## src/rtl/ex_branch_resolve.sv

```systemverilog
`default_nettype none
// ============================================================================
// Module   : ex_branch_resolve
// Purpose  : EX-stage branch/jump resolution, mispredict redirect, predictor
//            update and performance counting.
// Revision : 1.0 - initial release
// ============================================================================
module ex_branch_resolve #(
    parameter int CNT_W = 32
) (
    input  logic             clk,
    input  logic             reset,
    input  logic             valid_ex_i,
    input  logic             branch_ex_i,
    input  logic             jump_ex_i,
    input  logic             brn_pred_ex_i,
    input  logic             brn_taken_ex_i,
    input  logic [31:0]      curr_pc_ex_i,
    input  logic [31:0]      next_pred_pc_ex_i,
    input  logic [31:0]      next_seq_pc_ex_i,
    input  logic [31:0]      brn_eq_pc_ex_i,
    input  logic [31:0]      jump_tgt_ex_i,
    input  logic             redirect_ready_i,
    output logic             redirect_valid_o,
    output logic [31:0]      redirect_pc_o,
    output logic             flush_o,
    output logic             kill_ex_o,
    output logic             bp_upd_valid_o,
    output logic [31:0]      bp_upd_pc_o,
    output logic             bp_upd_taken_o,
    output logic [31:0]      bp_upd_tgt_o,
    output logic [CNT_W-1:0] br_cnt_o,
    output logic [CNT_W-1:0] mispred_cnt_o
);

    localparam logic [0:0] S_IDLE     = 1'b0;
    localparam logic [0:0] S_REDIRECT = 1'b1;

    logic [0:0]       r_state;
    logic [0:0]       w_next_state;
    logic             w_idle;
    logic             w_resolve;
    logic             w_mispredict;
    logic [31:0]      w_actual_pc;
    logic [31:0]      r_redirect_pc;
    logic             r_upd_valid;
    logic [31:0]      r_upd_pc;
    logic             r_upd_taken;
    logic [31:0]      r_upd_tgt;
    logic [CNT_W-1:0] r_br_cnt;
    logic [CNT_W-1:0] r_mis_cnt;

    // The fetch-time direction bit is implied by next_pred_pc; only the PC is compared.
    logic w_unused_pred;
    assign w_unused_pred = brn_pred_ex_i;

    assign w_idle       = (r_state == S_IDLE);
    assign w_resolve    = valid_ex_i & (branch_ex_i | jump_ex_i) & w_idle;
    assign w_actual_pc  = jump_ex_i   ? jump_tgt_ex_i :
                          branch_ex_i ? (brn_taken_ex_i ? brn_eq_pc_ex_i : next_seq_pc_ex_i) :
                                        next_seq_pc_ex_i;
    // Non-branch instructions are checked too, catching predictor aliasing.
    assign w_mispredict = valid_ex_i & w_idle & (w_actual_pc != next_pred_pc_ex_i);

    always_ff @(posedge clk) begin
        if (reset) begin
            r_state <= S_IDLE;
        end else begin
            r_state <= w_next_state;
        end
    end

    always_comb begin
        w_next_state = r_state;
        case (r_state)
            S_IDLE:     if (w_mispredict)     w_next_state = S_REDIRECT;
            S_REDIRECT: if (redirect_ready_i) w_next_state = S_IDLE;
            default:                          w_next_state = S_IDLE;
        endcase
    end

    always_comb begin
        redirect_valid_o = 1'b0;
        flush_o          = 1'b0;
        kill_ex_o        = 1'b0;
        if (r_state == S_REDIRECT) begin
            redirect_valid_o = 1'b1;
            flush_o          = 1'b1;
            kill_ex_o        = 1'b1;
        end
    end

    always_ff @(posedge clk) begin
        if (reset) begin
            r_redirect_pc <= 32'h0;
            r_upd_valid   <= 1'b0;
            r_upd_pc      <= 32'h0;
            r_upd_taken   <= 1'b0;
            r_upd_tgt     <= 32'h0;
            r_br_cnt      <= '0;
            r_mis_cnt     <= '0;
        end else begin
            r_upd_valid <= w_resolve;
            if (w_mispredict) begin
                r_redirect_pc <= w_actual_pc;
            end
            if (w_resolve) begin
                r_upd_pc    <= curr_pc_ex_i;
                r_upd_taken <= jump_ex_i | brn_taken_ex_i;
                r_upd_tgt   <= w_actual_pc;
            end
            if (w_resolve && (r_br_cnt != {CNT_W{1'b1}})) begin
                r_br_cnt <= r_br_cnt + CNT_W'(1);
            end
            if (w_mispredict && (r_mis_cnt != {CNT_W{1'b1}})) begin
                r_mis_cnt <= r_mis_cnt + CNT_W'(1);
            end
        end
    end

    assign redirect_pc_o  = r_redirect_pc;
    assign bp_upd_valid_o = r_upd_valid;
    assign bp_upd_pc_o    = r_upd_pc;
    assign bp_upd_taken_o = r_upd_taken;
    assign bp_upd_tgt_o   = r_upd_tgt;
    assign br_cnt_o       = r_br_cnt;
    assign mispred_cnt_o  = r_mis_cnt;

endmodule
`default_nettype wire
```

## config.mk

```make
export PLATFORM = sky130hd
export DESIGN_NAME = ex_branch_resolve
export DESIGN_NICKNAME = d
export VERILOG_FILES = /design/src/rtl/ex_branch_resolve.sv
export SDC_FILE = /design/constraint.sdc
export NUM_CORES = 1
export LEC_CHECK = 0
export BUFFER_PORTS_ARGS = -buffer_cell sky130_fd_sc_hd__buf_2
export CAP_MARGIN = 20
export CORE_ASPECT_RATIO = 0.9
export CORE_UTILIZATION = 30
export CTS_BUF_LIST = sky130_fd_sc_hd__clkbuf_8
export CTS_CLUSTER_SIZE = 24
export DETAILED_ROUTE_END_ITERATION = 10
export GPL_ROUTABILITY_DRIVEN = 0
export GPL_TIMING_DRIVEN = 1
export PLACE_DENSITY = 0.58
export SETUP_SLACK_MARGIN = 0.1
export SYNTH_ARGS = -nofsm -noshare
export SYNTH_HDL_FRONTEND = slang
export SYNTH_SLANG_ARGS = --single-unit
```

## constraint.sdc

```tcl
create_clock -name clk -period 3.1 [get_ports clk]
set_clock_uncertainty 0.15 [all_clocks]
set_input_delay 0.465 -clock clk [delete_from_list [all_inputs] [get_ports clk]]
set_output_delay 0.465 -clock clk [all_outputs]
set_load 0.005 [all_outputs]
```

==> results of run 1 <==
sequential cells by signal, summed over array words and instances (netlist names):
name / cells
bp_upd_tgt_o: 32
redirect_pc_o: 32
bp_upd_taken_o: 1
bp_upd_pc_o: 32
mispred_cnt_o: 32
bp_upd_valid_o: 1
br_cnt_o: 32
r_state: 1
stage by stage:
stage / TNS, ns / util, % / instances / instance area (um2) / hold WS, ns
2_1_floorplan: 0 / - / 1186 / 9334 / 0.3027
3_3_place_gp: -16.16 / 39.89 / 1944 / 12070 / 0.2882
3_5_place_dp: -18.81 / 39.89 / 1944 / 12070 / 0.2934
4_1_cts: 0 / 41.29 / 1975 / 12490 / 0.05651
5_1_grt: 0 / 41.32 / 1975 / 12500 / 0.07382
6_report: 0 / 41.33 / 1976 / 12500 / 0.09707
worst paths after layout:
kind / from / to / cells past startpoint / slack [ns]
max: branch_ex_i / mispred_cnt_o[6] / 12 / 0.27
min: curr_pc_ex_i[17] / bp_upd_pc_o[17] / 3 / 0.1
max reg2reg: mispred_cnt_o[4] / mispred_cnt_o[30] / 8 / 0.50
min reg2reg: bp_upd_pc_o[5] / bp_upd_pc_o[5] / 2 / 0.31
placed cells by master, fill, tap and decap left out, types with 15 or more instances in the layout:
cell,n
buf_2,329
dfxtp_1,163
nand2_1,123
nor2_1,120
buf_4,120
a21oi_1,84
o31ai_1,76
nand2b_1,65
and3_1,43
inv_1,39
nand4_1,33
o211ai_1,33
nand4b_1,33
o2111ai_1,33
a21boi_0,32
nand3_1,24
o311ai_0,18
xnor2_1,17
clkbuf_8,17
nor3_1,15
metal layers:
layer | share of wire (%) | global-route usage (%) | up-vias
li1 | - | - | 5084
met1 | 45 | 27.20 | 4848
met2 | 45 | 33.46 | 386
met3 | 7.1 | 4.301 | 43
met4 | 2.4 | 6.539 | 4
met5 | 0.080 | 0 | -
critical path, stage by stage:
cell	delay (ns)
buf_2	0.19
buf_4	0.18
buf_12	0.14
and3_1	0.17
o311ai_0	0.36
buf_4	0.18
nand4_1	0.13
nor4_1	0.28
and4_4	0.36
buf_12	0.17
nor4_1	0.06
mux2_1	0.31
logic make-up (layout without fill, tap and decap cells):
logic type,count (synthesis),in the layout,synth area share [%]
simple gates,526,526,29.67
compound gates,306,306,23.08
flops,163,163,34.96
buf+inv,146,532,7.574
xor+xnor,28,28,2.627
mux,15,15,1.823
fa+ha+maj,2,2,0.2681
other cells,0,1,0
repair_timing:
| action | 4_1_cts | 5_1_grt |
|---|---|---|
| hold buffers | 0 | 0 |
| setup buffers | 0 | 0 |
| resized for setup | 0 | 3 |
| endpoints found under the setup margin | 0 | 59 |
where the power goes:
part	leakage (nW)	total, W	switching, W	internal, W
registers	1.33	0.00224	0.0000561	0.00219
clock network	0.206	0.00170	0.000873	0.000822
logic	3.96	0.000967	0.000541	0.000426
total	5.50	0.00490	0.00147	0.00343
layout make-up:
| class | count | area [um2] |
|---|---|---|
| fill | 3117 | 17750 |
| multi-input combinational | 877 | 5390 |
| sequential | 163 | 3263 |
| timing repair buffer | 461 | 2770 |
| tap | 403 | 504.2 |
| clock buffer | 17 | 234.0 |
| clock inverter | 14 | 190.2 |
| inverter | 40 | 150.1 |
| antenna | 1 | 2.502 |
==> flow_metrics.env, run 1 <==
export IMPL_maxCapViolations=0
export IMPL_core_area_um2=30250
export IMPL_synthArstFlopShare_pct=0
export IMPL_wl_per_cell_um=17.09
export IMPL_drt_first_pass_iters=5
export IMPL_grtUsageTotal_pct=20.59
export IMPL_min_period_ns=2.826
export IMPL_drt_iter0_markers=708
export IMPL_crit_path_max_fanout=19
export IMPL_p_per_area_nw_per_um2=392.2
export IMPL_p_total_w=0.004904
export IMPL_syn2layout_area_growth_pct=33.97
export IMPL_cts_sink_count=163
export IMPL_synth_cell_types=51
export IMPL_clk_latency_ns=0.45
export IMPL_viasPerCell=5.245
export IMPL_die_area_um2=31820
export IMPL_start_kind="primary input"
export IMPL_grt_ovfl_total=0
export IMPL_grt_pass1_wl_um=51780
export IMPL_timing_fmax_mhz=353.8
export IMPL_rows=60
export IMPL_crit_path_end_kind="flop"
export IMPL_syn_avg_cell_area_um2=7.870
export IMPL_routed_wl_um=33780
export IMPL_worst_pin_slew_ns=0.7760
export IMPL_antenna_left=0
export IMPL_peakVddDrop_mv=0.2547
export IMPL_grt_pass1_vias=9600
export IMPL_arrival_ns=3.02
export IMPL_synth_edf_count=0
export IMPL_slew_violations=0
export IMPL_max_slew_margin_pct=47.83
export IMPL_synthFlopType="dfxtp_1"
export IMPL_worst_slack_ns=0.2738
export IMPL_period_share_pct=91.17
export IMPL_ys_warn_count=0
export IMPL_cts_tree="built"
export IMPL_synth_seq_cells=163
export IMPL_htree_num_levels=4
export IMPL_io_pins=333
export IMPL_synthTopCellsByArea="dfxtp_1, o31ai_1, nand2_1"
export IMPL_vias=10370
export IMPL_place_hpwl_um=26510
export IMPL_finalHoldViolations=0
export IMPL_setup_viol=0
export IMPL_antenna_found_initial=2
export IMPL_cts_root_buf="clkbuf_8"
export IMPL_post_synth_top_count_cell="dfxtp_1"
export IMPL_path_clk_slew_ns=0.10
export IMPL_drive_gt1_share_pct=31.81
export IMPL_die_x_um=187.9
export IMPL_grt_max_degree=68
export IMPL_netlist_area_leader_share_pct=34.96
export IMPL_fin_nets=1730
export IMPL_remaining_drc_errors=0
export IMPL_yosysSeqAreaShare_pct=34.96
export IMPL_p_leak_nw=5.495
export IMPL_place_ws_ns=-0.3457
export IMPL_cp_required_ns=3.29
export IMPL_synth_common_cells="dfxtp_1, nand2_1, nor2_1"
export IMPL_crit_type="in -> reg"
export IMPL_ctsLongestPathBuffers=2
export IMPL_synth_largest_area_cell="dfxtp_1"
export IMPL_netlist_instances=1186
export IMPL_grt_setup_unrepaired="false"
export IMPL_die_height_um=169.3
export IMPL_hp_class="in -> reg"
export IMPL_portBuffers=331
export IMPL_cts_buffers=17
export IMPL_status="completed"
export IMPL_synth_nets=1356
export IMPL_start_util_pct=30.85
export IMPL_synthesis_area_um2=9334
Note: power is estimated with default switching activity, not from simulation.
==> inputs of run 2 (changes only) <==
- GPL_TIMING_DRIVEN: 1 -> 0
- HOLD_SLACK_MARGIN: unset -> 0.12
==> run 2 against run 1 <==
Effect of this change:
- global-route usage increased by 4.1 points
- fmax fell by 2.4%
- utilization is 0.79 points lower
- total power down 0.36%
- sequential share of layout area rose by 0.51 points
- final area fell by 1.9%
- via count rose by 5.9%
==> flow_metrics.env, run 2 (synthesis results as in run 1) <==
export IMPL_setup_viol=0
export IMPL_ctsLongestPathBuffers=2
export IMPL_crit_chain="buf_2, buf_2, buf_2, nand4b_1, o2111ai_1, nand4_1, nor4_2, and4_1, buf_4, nand2b_1, buf_2, buf_4, o31ai_1"
export IMPL_max_slew_margin_pct=33.07
export IMPL_grt_pass1_vias=10430
export IMPL_cts_tree="built"
export IMPL_hold_start="bp_upd_pc_o[30]"
export IMPL_drt_first_pass_iters=6
export IMPL_status="completed"
export IMPL_grt_setup_unrepaired="true"
export IMPL_tns_ns=0
export IMPL_peakVddDrop_mv=0.2257
export IMPL_arrival_ns=3.05
export IMPL_p_leak_nw=5.253
export IMPL_final_common_cell="buf_2"
export IMPL_crit_path_max_fanout=10
export IMPL_antenna_found_initial=0
export IMPL_portBuffers=329
export IMPL_grt_pass1_wl_um=60730
export IMPL_start_kind="primary input"
export IMPL_drive_gt1_share_pct=26.88
export IMPL_fin_nets=1738
export IMPL_cpMostUsedCell="buf_2"
export IMPL_routed_wl_um=40480
export IMPL_worst_pin_slew_ns=0.9954
export IMPL_reg2reg_slack_ns=0.29
export IMPL_antenna_left=0
export IMPL_cts_root_buf="clkbuf_8"
export IMPL_crit_type="in -> reg"
export IMPL_core_area_um2=30250
export IMPL_slew_violations=0
export IMPL_worstRegToRegCells=8
export IMPL_clk_latency_ns=0.47
export IMPL_min_period_ns=2.894
export IMPL_finalCoreUtilization_pct=40.55
export IMPL_max_stage_delay_ns=0.35
export IMPL_grt_ovfl_total=0
export IMPL_remaining_drc_errors=0
export IMPL_cp_slowest_cell="nor4_2"
export IMPL_period_share_pct=93.37
export IMPL_hp_class="reg -> reg"
export IMPL_timing_fmax_mhz=345.5
export IMPL_io_pins=333
export IMPL_place_hpwl_um=31630
export IMPL_cts_sink_count=163
export IMPL_layout_common_cells="buf_2, dfxtp_1, nand2_1"
export IMPL_min_to="bp_upd_pc_o[30]"
export IMPL_worst_slack_ns=0.2056
export IMPL_viasPerCell=5.531
export IMPL_finalHoldViolations=0
export IMPL_antenna_cells=0
export IMPL_die_x_um=187.9
export IMPL_r2r_end="mispred_cnt_o[0]"
export IMPL_die_height_um=169.3
export IMPL_htree_num_levels=4
export IMPL_die_area_um2=31820
export IMPL_start_util_pct=30.85
export IMPL_p_per_area_nw_per_um2=398.4
export IMPL_grtUsageTotal_pct=24.72
export IMPL_wl_per_cell_um=20.40
export IMPL_path_clk_slew_ns=0.10
export IMPL_cts_buffers=17
export IMPL_cp_required_ns=3.26
export IMPL_drt_iter0_markers=908
export IMPL_holdPathStages=2
export IMPL_syn2layout_area_growth_pct=31.42
export IMPL_placedCellCount=1919
export IMPL_vias=10970
export IMPL_finalNonFillerCells=1984
export IMPL_place_ws_ns=-0.2665
export IMPL_maxCapViolations=0
export IMPL_grt_max_degree=19
export IMPL_rows=60
export IMPL_r2r_start="mispred_cnt_o[4]"
export IMPL_crit_path_end_kind="flop"
[run 2: changes by cell type in the layout (fill, tap and decap cells not counted), sizes merged]
| cell | delta |
|---|---|
| clkinv | +6 |
| clkbuf | +47 |
| clkinvlp | -1 |
| bufinv | -2 |
| buf | -72 |
| inv | -2 |
| diode | -1 |
| dlygate4sd3 | +33 |
[run 2: critical path: cells and delay by family]
family	cells	cell delay [ns]
AOI/OAI and AO/OA	2	0.21
and+or+nand+nor	5	1.04
buffers and inverters	6	1.31
[run 2: cell type report]
cell class	count	area [um2]
plain buffers	106	559.3
clock buffers	17	234.0
clock inverters	15	186.4
fillers	3117	17990
inverters	40	150.1
multi-input cells	877	5385
flip-flops and latches	163	3263
well taps	403	504.2
repair buffers	363	1984
[run 2: worst max-delay path by stage]
stage	endpoint	slack, ns	startpoint	cells past startpoint
floorplan	mispred_cnt_o[31]	0.48	branch_ex_i	13
global placement	bp_upd_tgt_o[28]	-0.35	jump_ex_i	8
detailed placement	redirect_pc_o[14]	-0.27	brn_taken_ex_i	12
CTS	mispred_cnt_o[21]	0.22	mispred_cnt_o[4]	9
global route	redirect_pc_o[15]	0.1	brn_taken_ex_i	12
finish	redirect_pc_o[22]	0.21	brn_taken_ex_i	13
[run 2: where the power goes]
part           internal [W]  leakage [nW]  total, W  switching [W]
registers           0.00219          1.33   0.00225      0.0000594
clock network      0.000687         0.206   0.00165       0.000961
logic              0.000384          3.72  0.000993       0.000609
[run 2: repair_timing]
action	CTS	global route
hold buffers	33	0
setup endpoints to repair	10	62
pin swaps	0	1
gates resized for setup	2	7
hold endpoints to repair	33	0
buffers inserted	0	0
[run 2: metal layers]
metal | GRT usage [%] | vias to the layer above | share of wire, %
li1 | - | 5118 | -
met1 | 31.49 | 5125 | 42
met2 | 41.19 | 649 | 45
met3 | 4.777 | 81 | 8.9
met4 | 9.473 | 0 | 3.7
met5 | 0 | - | 0
[run 2: per-stage QoR]
step	hold slack, ns	area (um2)	power [W]
final	0.3060	12270	0.004887
after global routing	0.3307	12270	0.005102
after CTS	0.3024	12250	0.004912
after detailed placement	0.2947	11490	0.003236
after global placement	0.2899	11480	0.003227
after floorplan	0.3027	9334	0.002755
==> inputs of run 3 (changes only) <==
==> constraint.sdc (replaced) <==
create_clock -name clk -period 3.1 [get_ports clk]
set_clock_uncertainty 0.15 [all_clocks]
set_input_delay 0.93 -clock clk [delete_from_list [all_inputs] [get_ports clk]]
set_output_delay 0.93 -clock clk [all_outputs]
set_load 0.005 [all_outputs]
==> run 3 against run 2 <==
Effect of this change:
- cell count shrank 0.76%
- critical endpoint is now redirect_pc_o[9]
- via count is 0.79% lower
- count of clock-buffer cells in the layout stayed put
- critical path type unchanged
- fmax decreased by 6.0%
- worst setup slack worse by 0.19 ns
- non-clock buffer count fell by 15
- total power grew 3.9%
- routed wire length rose by 2.1%
- first-iteration DRC count decreased by 20%
- sequential share of layout area is 1.8 points lower
- clock power increased by 4%
- sequential cell count stayed put
==> flow_metrics.env, run 3 (synthesis results as in run 1) <==
export IMPL_layout_common_cells="buf_2, dfxtp_1, nand2_1"
export IMPL_grtUsageTotal_pct=24.44
export IMPL_antenna_cells=0
export IMPL_worstRegToRegCells=8
export IMPL_timing_fmax_mhz=324.7
export IMPL_finalCoreUtilization_pct=43.44
export IMPL_p_leak_nw=5.523
export IMPL_p_switching_w=0.001619
export IMPL_crit_type="in -> reg"
export IMPL_clk_latency_ns=0.45
export IMPL_placed_cell_area_um2=11640
export IMPL_vias=10890
export IMPL_syn2layout_area_growth_pct=40.80
export IMPL_viasPerCell=5.529
export IMPL_setup_viol=0
export IMPL_clockPowerShare_pct=33.9
export IMPL_grt_ovfl_total=0
export IMPL_hp_class="reg -> reg"
export IMPL_final_area_um2=13140
export IMPL_wl_per_cell_um=20.99
export IMPL_cp_required_ns=3.24
export IMPL_core_area_um2=30250
export IMPL_place_hpwl_um=31810
export IMPL_antenna_found_initial=2
export IMPL_period_share_pct=99.34
export IMPL_cts_tree="built"
export IMPL_peakVddDrop_mv=0.2872
export IMPL_htree_num_levels=4
export IMPL_maxCapViolations=0
export IMPL_grt_setup_unrepaired="true"
export IMPL_grt_pass1_wl_um=60230
export IMPL_final_common_cell="buf_2"
export IMPL_die_area_um2=31820
export IMPL_crit_path_end_kind="flop"
export IMPL_portBuffers=329
export IMPL_die_height_um=169.3
export IMPL_rows=60
export IMPL_max_slew_margin_pct=31.00
export IMPL_intPower_w=0.003459
export IMPL_pwr_share_comb_pct=21.9
export IMPL_cts_buffers=17
export IMPL_holdPathStages=2
export IMPL_antenna_left=0
export IMPL_remaining_drc_errors=0
export IMPL_fin_nets=1723
export IMPL_ctsLongestPathBuffers=2
export IMPL_arrival_ns=3.22
export IMPL_drive_gt1_share_pct=33.78
export IMPL_status="completed"
export IMPL_grt_pass1_vias=10270
export IMPL_start_kind="primary input"
export IMPL_swShare_pct=31.88
export IMPL_die_x_um=187.9
export IMPL_finalHoldViolations=0
export IMPL_path_clk_slew_ns=0.09
export IMPL_grt_max_degree=17
export IMPL_min_period_ns=3.080
export IMPL_hold_buffers=0
export IMPL_routed_wl_um=41340
export IMPL_io_pins=333
export IMPL_p_per_area_nw_per_um2=386.4
export IMPL_cts_root_buf="clkbuf_8"
export IMPL_sequentialPowerShare_pct=44.2
export IMPL_drt_iter0_markers=727
export IMPL_worst_pin_slew_ns=1.026
export IMPL_drt_first_pass_iters=5
export IMPL_cts_sink_count=163
export IMPL_start_util_pct=30.85
export IMPL_slew_violations=0
export IMPL_crit_path_max_fanout=7
## run 3: cell count changes in the layout (fill, tap and decap cells not counted), moves of 11 or more
cell and change:
o31ai_1 -29, buf_12 +11, o2111ai_1 -16, dlygate4sd3_1 -33
o2111ai_2 +15, o31ai_2 +20, o311ai_0 -15, buf_2 -25
## run 3: timing repair
action / CTS / global route
endpoints found under the setup margin: 104 / 94
gates cloned: 0 / 10
buffers inserted: 1 / 8
endpoints found under the hold margin: 0 / 0
resized for setup: 39 / 135
pin swaps: 7 / 29
## run 3: worst paths after layout
check | from | end | slack (ns)
setup / recovery | branch_ex_i | redirect_pc_o[9] | 0.02
setup reg to reg | mispred_cnt_o[4] | mispred_cnt_o[29] | 0.20
hold / removal | bp_upd_pc_o[3] | bp_upd_pc_o[3] | 0.31
hold reg to reg | bp_upd_pc_o[3] | bp_upd_pc_o[3] | 0.31
## run 3: final cells by class
type | count | area, um2
inverters | 40 | 150.1
flip-flops and latches | 163 | 3263
clock inverters | 15 | 193.9
plain buffers | 106 | 849.6
repair buffers | 348 | 1996
well taps | 403 | 504.2
clock buffers | 17 | 234.0
fillers | 3116 | 17110
multi-input cells | 877 | 5952
## run 3: power by group through the flow
stage,Sequential (W),Combinational (W),Clock [W]
floorplan,0.00229,0.000486,0
global placement,0.00229,0.000955,0
detailed placement,0.00229,0.000961,0
CTS,0.00225,0.000983,0.00177
global route,0.00226,0.00119,0.00186
finish,0.00224,0.00111,0.00172
## run 3: worst max-delay path, stage by stage
cell and delay [ns]:
buf_12 0.12, and2_4 0.16, buf_12 0.14, buf_12 0.13
o2111ai_2 0.17, nand4_1 0.19, nor4_2 0.38, and4_4 0.31
buf_12 0.14, nand2b_4 0.16, buf_12 0.15, clkbuf_16 0.16
o31ai_2 0.06
## run 3: metrics by stage
stage / power, W / worst slack (ns) / std cells / hold WS [ns] / TNS (ns)
finish: 0.005079 / 0.02050 / 1969 / 0.3072 / 0
global route: 0.005311 / 0.02382 / 1969 / 0.3232 / 0
floorplan: 0.002777 / 0.06424 / 1186 / 0.3027 / 0
global placement: 0.003247 / -0.8236 / 1918 / 0.2895 / -87.34
detailed placement: 0.003256 / -0.8286 / 1918 / 0.2949 / -86.49
CTS: 0.004999 / 0.02367 / 1951 / 0.3098 / 0
## run 3: per-layer routing
layer	routed length [um]	vias to the layer above	global-route usage, %
li1	-	5077	-
met1	16860	5154	30.72
met2	19510	584	40.95
met3	3788	71	5.624
met4	1177	0	8.484
met5	0	-	0
